==> config.mk <==
export PLATFORM = sky130hd
export DESIGN_NAME = accumulator_datapath
export DESIGN_NICKNAME = d
export VERILOG_FILES = /design/src/rtl/accumulator_datapath.sv
export SDC_FILE = /design/constraint.sdc
export NUM_CORES = 1
export LEC_CHECK = 0
export CAP_MARGIN = 20
export CORE_MARGIN = 2
export CORE_UTILIZATION = 55
export CTS_CLUSTER_DIAMETER = 200
export DETAILED_ROUTE_END_ITERATION = 8
export GPL_TIMING_DRIVEN = 0
export HOLD_SLACK_MARGIN = 0.15
export PLACE_DENSITY = 0.9
export SYNTH_ARGS = -nofsm -noshare
export SYNTH_HDL_FRONTEND = slang
export SYNTH_SLANG_ARGS = --single-unit
==> constraint.sdc <==
create_clock -name clk -period 4.2 [get_ports clk]
set_input_delay 0.84 -clock clk [delete_from_list [all_inputs] [get_ports clk]]
set_output_delay 0.84 -clock clk [all_outputs]
set_load 0.02 [all_outputs]
==> src/rtl/accumulator_datapath.sv <==
// Accumulator-side datapath: AC/R registers, single-cycle ALU, zero flag and saturating op counter.
// Optional macro ALU_CARRY_EN adds the registered carry/shift-out flag c_flag.
module accumulator_datapath #(
    parameter int unsigned DATA_W = 8,
    parameter int unsigned CNT_W  = 16
) (
    input  logic              clk,
    input  logic              rst,
    input  logic [13:0]       signals,
    input  logic [DATA_W-1:0] bus_in,
    output logic [DATA_W-1:0] bus_out,
    output logic              bus_oe,
    output logic              flag,
    output logic [CNT_W-1:0]  op_count
`ifdef ALU_CARRY_EN
    ,
    output logic              c_flag
`endif
);

    localparam int unsigned EXT_W = DATA_W + 1;

    localparam logic [2:0] OP_ADD = 3'b001;
    localparam logic [2:0] OP_SUB = 3'b010;
    localparam logic [2:0] OP_INC = 3'b011;
    localparam logic [2:0] OP_RSH = 3'b100;
    localparam logic [2:0] OP_LSH = 3'b101;

    logic [2:0]        alu_op;
    logic              ac_clear;
    logic              ac_load;
    logic              r_load;
    logic              alu_en;
    logic              alu_valid;
    logic [DATA_W-1:0] ac;
    logic [DATA_W-1:0] r;
    logic [DATA_W-1:0] ac_next;
    logic [DATA_W-1:0] alu_res;
    logic              alu_carry;

    assign alu_op   = signals[2:0];
    assign ac_clear = signals[3];
    assign ac_load  = signals[6];
    assign r_load   = signals[10];
    assign alu_en   = signals[11];

    assign bus_oe   = signals[5];
    assign bus_out  = ac;

    // ALU result and carry/borrow/shift-out for the current opcode
    always_comb begin
        alu_res   = ac;
        alu_carry = 1'b0;
        alu_valid = 1'b0;
        case (alu_op)
            OP_ADD: begin
                {alu_carry, alu_res} = EXT_W'(ac) + EXT_W'(r);
                alu_valid = alu_en;
            end
            OP_SUB: begin
                {alu_carry, alu_res} = EXT_W'(ac) - EXT_W'(r);
                alu_valid = alu_en;
            end
            OP_INC: begin
                {alu_carry, alu_res} = EXT_W'(ac) + EXT_W'(1);
                alu_valid = alu_en;
            end
            OP_RSH: begin
                alu_res   = ac >> 1;
                alu_carry = ac[0];
                alu_valid = alu_en;
            end
            OP_LSH: begin
                alu_res   = ac << 1;
                alu_carry = ac[DATA_W-1];
                alu_valid = alu_en;
            end
            default: begin
                alu_res   = ac;
                alu_carry = 1'b0;
                alu_valid = 1'b0;
            end
        endcase
    end

    // AC update priority: clear, then load, then ALU, else hold
    always_comb begin
        ac_next = ac;
        if (ac_clear) begin
            ac_next = '0;
        end else if (ac_load) begin
            ac_next = bus_in;
        end else if (alu_valid) begin
            ac_next = alu_res;
        end
    end

    always_ff @(posedge clk or posedge rst) begin
        if (rst) begin
            ac       <= '0;
            r        <= '0;
            flag     <= 1'b1;
            op_count <= '0;
        end else begin
            ac   <= ac_next;
            flag <= (ac_next == '0);
            if (r_load) begin
                r <= bus_in;
            end
            // Counts every valid ALU request, even when clear/load overrides the AC result
            if (alu_valid && (op_count != '1)) begin
                op_count <= op_count + CNT_W'(1);
            end
        end
    end

`ifdef ALU_CARRY_EN
    // Carry only moves when the ALU result actually lands in AC
    always_ff @(posedge clk or posedge rst) begin
        if (rst) begin
            c_flag <= 1'b0;
        end else if (alu_valid && !ac_clear && !ac_load) begin
            c_flag <= alu_carry;
        end
    end

    logic unused_bits;
    assign unused_bits = ^{signals[13:12], signals[9:7], signals[4]};
`else
    logic unused_bits;
    assign unused_bits = ^{signals[13:12], signals[9:7], signals[4], alu_carry};
`endif

endmodule

== After elaboration in Yosys (flattened, before gate mapping) ==
Index checks and enable logic that the tools add are counted.
Cells by class
  add/sub/neg operators: 4
  reductions and logical operators: 3
  muxes and demuxes: 5
  equality and inequality tests: 6
Operators by type and width (number)
  8-bit case mux with 5 select lines: 1
  8-bit two-way mux: 3
  16-bit by 1-bit adder with 16-bit output (second input constant): 1
  16-bit inequality test (second input constant): 1
  8-bit by 1-bit adder with 8-bit output (second input constant): 1
  8-bit adder: 1
  8-bit zero test: 1
  8-bit subtractor: 1
  3-bit by 2-bit equality test with 1-bit output (second input constant): 2
  3-bit equality test (second input constant): 2
  5-bit OR reduction: 1
  3-bit by 1-bit equality test with 1-bit output (second input constant): 1
  1-bit logical AND: 1
  1-bit two-way mux: 1
Word-level totals
  input port bits: 24
  register bits: 33

== Depth between registers and ports, before layout ==
Gate-level depths: netlist of the first run.
  depth after elaboration: 7
  mapped depth: 14
  gate-level depth less buffers: 13

== Worst setup path before layout of the first run ==
Ideal clock, no wire load.
  path kind: input-to-reg
  start point: in signals[0]
  end point: reg flag
  data required time: 4.110 ns
  arrival time: 3.379 ns
  slack: 0.732 ns
  stages: 14
  cell sequence: buf_2 > clkbuf_1 > inv_1 > o21ai_0 > ha_1 > inv_1 > fa_1 > nand2b_1 > o2bb2ai_1 > xnor2_1 > a211oi_1 > a2111oi_1 > nor4b_1 > nor4b_2
On the way
  word-level cells in the longest chain between the ends: 7
  elaborated cells on any way between the ends: 12
RTL lines
  start: declaration: line 9  | input logic [13:0] signals,
  3-bit equality test, or another cell as far along: line 55  | case (alu_op)
  5-bit OR reduction (no source line)
  1-bit two-way mux: line 55
  8-bit two-way mux *: line 93  | end else if (alu_valid) begin
  8-bit two-way mux *: line 91  | end else if (ac_load) begin
  8-bit two-way mux *: line 89  | if (ac_clear) begin
  net ac_next[4]: line 37  | logic [DATA_W-1:0] ac_next;
  8-bit zero test *: line 106  | flag <= (ac_next == '0);
  end signal: assignment: line 106
  end: declaration: line 13  | output logic flag,
Mark *: on every way through the listed nets, which the timed path passes. The rest lies on a longest branch.
A chain may end at the register's enable or synchronous reset.

== Final worst setup path of the first run ==
  start point: in signals[2]
  end point: reg flag
Same word-level chain as after synthesis.

==> results.toml, run 1 <==
[timing]
fin_worst_skew_ps = 5.653
worstMarginPinSlew_ps = 729.0
min_period_over_period_pct = 93.52
slew_headroom_pct = 51.35
period_minus_slack_ps = 3928
setup_viol = 0
maxSlewViolCount = 0
worst_slack_ps = 272.0
hold_viol = 0
grt_setup_unrepaired = "no"
fin_hold_ws_ps = 512.3
fmax_mhz = 254.6

[route]
dr_total_vias = 2068
ant_nets = 0
wire_per_inst_um = 16.52
routed_via_density = 5.994
first_pass_iters = 4
routed_wl_um = 5700
first_iter_violations = 137
drc = 0

[floorplan]
row_count = 23
die_w_um = 68.19
core_area_um2 = 3971
initial_utilization_pct = 57.06
io-pin-count = 50
chipHeight_um = 68.19
die_area_um2 = 4649

[setup_path]
slowest_delay_ps = 580
path_buf_inv = 2
critical_path.endpoint_type = "flop"
path_max_fanout = 12
crit_family = "simple AND/OR/NAND/NOR gates"
crit_chain = "clkdlybuf4s50_1 -> or2b_4 -> o21ai_1 -> ha_1 -> inv_1 -> fa_1 -> nand2b_1 -> o2bb2ai_1 -> xnor2_1 -> a211oi_2 -> a2111oi_1 -> nor4b_1 -> nor4b_2"
cp-start-kind = "input port"
cp.required_ps = 4400
crit_path_top_delay_cell = "clkdlybuf4s50_1"
crit_type = "in -> reg"
cp.arrival_ps = 4120

[grt]
grt_max_degree = 20
antenna_found_initial = 0
grt-ovfl-total = 0
grt_pass1_wl_um = 9294
grt_pass1_vias = 1945
track_usage_pct = 27.41

[yosys]
synth_area_um2 = 2266
seq_area_frac_synth_pct = 36.50
syn_inst = 250
yosys_warnings = 0
syn_area_per_cell_um2 = 9.064
yosys.cell_types.count = 51
synth_edf_count = 0
synth_flop_cell = "dfrtp_1"
ys_ff_latch = 33
synth_nets = 284
async_flop_share_pct = 100.0

[power]
internal-power_uw = 686.7
ir_worst_vdd_v = 0.0003784
sw_frac_of_total_pct = 35.40
power_frac_seq_pct = 40.5
p_sw_uw = 376.3
p_comb_share_pct = 34.8
p_clk_share_pct = 24.7
power_density_nw_per_um2 = 373.9
p_leak_uw = 0.001197

[worst_hold_path]
hold_class = "reg -> reg"

[run_status]
status = "finished, final reports clean"

[cts]
htreeDepth = 2
clock_latency_ps = 280
cts_made_buffers = 5
postCtsSetupBuffers = 0
cts_tree = "built"
cts.path.max_buffers = 2
clkTransAtPathRegs_ps = 70
cts-root-buf = "clkbuf_8"
cts.sinks = 33

[placed_design]
place_congestion = 0.9372
io_buffer_count = 38
post-dp-hpwl_um = 4284
pre_cts_ws_ps = -428.7
place_area_um2 = 2736

[final_layout]
final_area_um2 = 2843
nNetsFinal = 328
finalCoreUtilization_pct = 71.58
layout-drive-gt1-share_pct = 9.831
num-fill-cells = 301
syn_to_final_growth_pct = 25.46
num_antenna_cells = 0

[flow_run]
drv_cap = 0
-- metrics by stage --
step / total power [uW] / setup TNS [ps] / cells
final: 1063 / 0 / 345
after CTS: 1063 / 0 / 345
after global placement: 776.2 / -544.4 / 338
after detailed placement: 793.7 / -786.6 / 339
after global routing: 1123 / 0 / 345
after floorplan: 647.3 / 0 / 250
-- worst paths after layout --
check | start | to | slack, ps | depth (start not counted)
min | op_count[14] | op_count[14] | 510 | 1
max | signals[2] | flag | 270 | 13
max reg2reg | r[1] | flag | 1050 | 13
max in group asynchronous | rst | bus_out[2] | 2690 | 3
min reg2reg | op_count[14] | op_count[14] | 510 | 1
min in group asynchronous | rst | op_count[9] | 980 | 2
-- cell usage after synthesis, drive strengths merged (4+ instances only) --
cell / number / share of area (%)
inv: 16 / 2.7
nand3: 9 / 2.0
nor3: 4 / 0.88
xnor2: 14 / 5.4
buf: 6 / 2.2
mux2i: 7 / 3.1
clkbuf: 6 / 0.99
dfrtp: 32 / 35
nand4: 7 / 1.9
nand2: 21 / 3.5
o31ai: 6 / 2.6
o21ai: 17 / 3.8
mux2: 8 / 4.0
ha: 9 / 5.0
a211oi: 4 / 1.3
a21oi: 16 / 3.5
nor2: 19 / 3.1
-- power groups by stage --
stage / clock [uW] / sequential (uW) / combinational [uW]
floorplan: 0 / 464 / 183
global placement: 0 / 428 / 348
detailed placement: 0 / 431 / 363
CTS: 267 / 428 / 368
global route: 282 / 437 / 404
finish: 263 / 430 / 370
-- routing by layer --
metal | vias up | GRT usage (%) | part of all wire [%]
li1 | 995 | - | -
met1 | 979 | 35.81 | 42
met2 | 77 | 44.17 | 49
met3 | 17 | 5.592 | 6.0
met4 | 0 | 11.75 | 2.9
met5 | - | 0 | 0
-- flip-flops by register name (all words and copies together), names as in the netlist --
register  cells
op_count     16
bus_out       8
r             8
flag          1
-- cell type report --
class	instances	area [um^2]	area share (%)
Buffer	10	67.56	2.377
Multi-Input combinational cell	189	1316	46.30
Sequential cell	33	827.0	29.09
Inverter	16	60.06	2.113
Clock buffer	7	96.34	3.389
Tap cell	50	62.56	2.201
Timing Repair Buffer	39	407.9	14.35
Clock inverter	1	5.005	0.1761
-- repair_timing --
item / 4_1_cts / 5_1_grt
resized for setup: 2 / 4
hold buffers: 0 / 0
endpoints found under the setup margin: 1 / 2
-- layout by cell type, fill, tap and decap left out, types with 5 or more instances in the layout --
cell	n
clkdlybuf4s50_1	38
dfrtp_1	32
nand2_1	21
nor2_1	19
a21oi_1	16
inv_1	16
o21ai_0	15
xnor2_1	14
nand3_1	9
ha_1	9
mux2_2	8
nand4_1	7
mux2i_1	7
clkbuf_8	7
o31ai_1	5
-- cells by family after synthesis --
kind of cell,share of synthesized area (%)
compound gates,18.28
xor+xnor,6.571
fa+ha+maj,5.853
buf+inv,5.853
flops,36.50
mux,7.068
simple gates,19.88
Note: power is estimated with default switching activity, not from simulation.
==> run 2, diff against run 1 <==
Settings changed: CAP_MARGIN 20 to default, CORE_UTILIZATION 55 to 60, DONT_BUFFER_PORTS from default to 1, PLACE_DENSITY 0.9 to 0.8.
==> run 2 against run 1 <==
Clock power grew 31%. First-iteration DRC count is 2.9% higher. Sequential share of layout area grew 4.2 points. Register-to-register slack worse by 80 ps. Non-clock buffer count fell by 36. Critical path depth up 1. Critical path type unchanged. Largest cell class unchanged. Largest power group unchanged.
==> results.toml, run 2 (synthesis gave the netlist of run 1 again) <==
[final_layout]
nNetsFinal = 292
layout-drive-gt1-share_pct = 10.42
largest_reg_flops = 16
mostFrequentLayoutCells = "dfrtp_1, nand2_1, nor2_1"
final_common_cell = "dfrtp_1"
num_antenna_cells = 0
regMostFlops = "op_count"
syn_to_final_growth_pct = 9.774

[floorplan]
die_area_um2 = 4284
core_area_um2 = 3633
io-pin-count = 50
initial_utilization_pct = 62.36
chipHeight_um = 65.46
row_count = 22
die_w_um = 65.46

[timing]
fmax_mhz = 258.7
hold_viol = 0
fin_worst_skew_ps = 7.832
worstMarginPinSlew_ps = 635.2
min_period_over_period_pct = 92.05
final.setup.tns_ps = 0
setup_viol = 0
period_minus_slack_ps = 3866
slew_headroom_pct = 56.56
fin_hold_ws_ps = 426.1
maxSlewViolCount = 0
grt_setup_unrepaired = "no"

[setup_path]
slowest_delay_ps = 390
cp.arrival_ps = 4050
cp-start-kind = "input port"
crit_path_top_delay_cell = "fa_1"
critical_path.endpoint_type = "flop"
crit_top_cell = "inv_1"
crit_chain = "buf_2 -> clkbuf_1 -> inv_1 -> o21ai_0 -> ha_1 -> inv_1 -> fa_1 -> nand2b_1 -> o2bb2ai_1 -> xnor2_1 -> a211oi_1 -> a2111oi_1 -> nor4b_1 -> nor4b_2"
crit_type = "in -> reg"
cp.required_ps = 4380
path_max_fanout = 10

[cts]
cts.sinks = 33
clkTransAtPathRegs_ps = 70
htreeDepth = 2
cts_resized = 0
cts-root-buf = "clkbuf_8"
postCtsSetupBuffers = 0
clock_latency_ps = 280
hold_buffers = 0
cts.path.max_buffers = 2
cts_tree = "built"
cts_made_buffers = 5

[placed_design]
io_buffer_count = 0
place_congestion = 0.8683
post-dp-hpwl_um = 3827

[run_status]
status = "finished, final reports clean"

[route]
ant_nets = 0
wire_per_inst_um = 16.95
first_iter_violations = 141
dr_total_vias = 1891
drc = 0
routed_wl_um = 5205
routed_via_density = 6.160
first_pass_iters = 4

[grt]
grt_max_degree = 34
track_usage_pct = 24.92
grt_pass1_vias = 1718
grt_pass1_wl_um = 8107
grt-ovfl-total = 0
antenna_found_initial = 0

[flow_run]
drv_cap = 0

[power]
p_leak_uw = 0.001070
ir_worst_vdd_v = 0.0005374
power_density_nw_per_um2 = 425.8

[worst_hold_path]
hold_class = "in -> async"
run 2: path summary, 6_finish.rpt:
kind / cells after the start / start / to / slack, ps
worst max register to register: 13 / r[0] / flag / 970
worst min register to register: 2 / r[1] / r[1] / 600
worst min-delay path: 1 / rst / r[4] / 430
min in group clk: 2 / r[1] / r[1] / 600
worst max-delay path: 14 / signals[0] / flag / 330
max in group asynchronous: 2 / rst / flag / 3230
run 2: per-stage QoR:
| stage | setup WS [ps] | std cells | total power, uW | util, % | area (um^2) |
|---|---|---|---|---|---|
| 2_1_floorplan | 731.6 | 250 | 647.3 | - | 2266 |
| 3_3_place_gp | 148.7 | 298 | 695.0 | 64.02 | 2326 |
| 3_5_place_dp | 143.4 | 298 | 704.2 | 64.02 | 2326 |
| 4_1_cts | 393.4 | 306 | 1056 | 67.70 | 2460 |
| 5_1_grt | 122.0 | 307 | 1108 | 68.46 | 2487 |
| 6_report | 334.1 | 307 | 1059 | 68.46 | 2487 |
run 2: where the power goes:
| group | total, uW | leakage [uW] | switching, uW | internal (uW) |
|---|---|---|---|---|
| combinational | 233 | 0.000582 | 129 | 104 |
| clock | 345 | 0.0000681 | 109 | 236 |
| sequential | 481 | 0.000420 | 118 | 363 |
| total | 1060 | 0.00107 | 356 | 703 |
run 2: layer usage:
layer  up-vias  GRT usage, %  share of wire, %
met5         -             0                 0
met4         0         6.510               1.5
met3         8         5.993               5.2
met2        55         41.20                50
met1       909         32.99                43
li1        919             -                 -
run 2: cell type report:
class | instances | area, um^2
Buffer | 12 | 72.57
Clock buffer | 5 | 68.82
Clock inverter | 3 | 65.06
Fill cell | 294 | 1146
Inverter | 16 | 60.06
Multi-Input combinational cell | 189 | 1306
Sequential cell | 33 | 827.0
Tap cell | 48 | 60.06
Timing Repair Buffer | 1 | 27.53
run 2: worst max-delay path: cells and delay by family:
kind,cells,cell delay [ps]
and+or+nand+nor,3,790
AOI/OAI and AO/OA,4,860
xor gates and xnor gates,1,160
adders and majority gates,2,630
buffers and inverters,4,770
==> run 3, diff against run 2 <==
Settings changed: ABC_CLOCK_PERIOD_IN_PS from default to 4200.
==> results of run 3 <==
No change in the layout: final DEF, timing and power equal those of run 2.
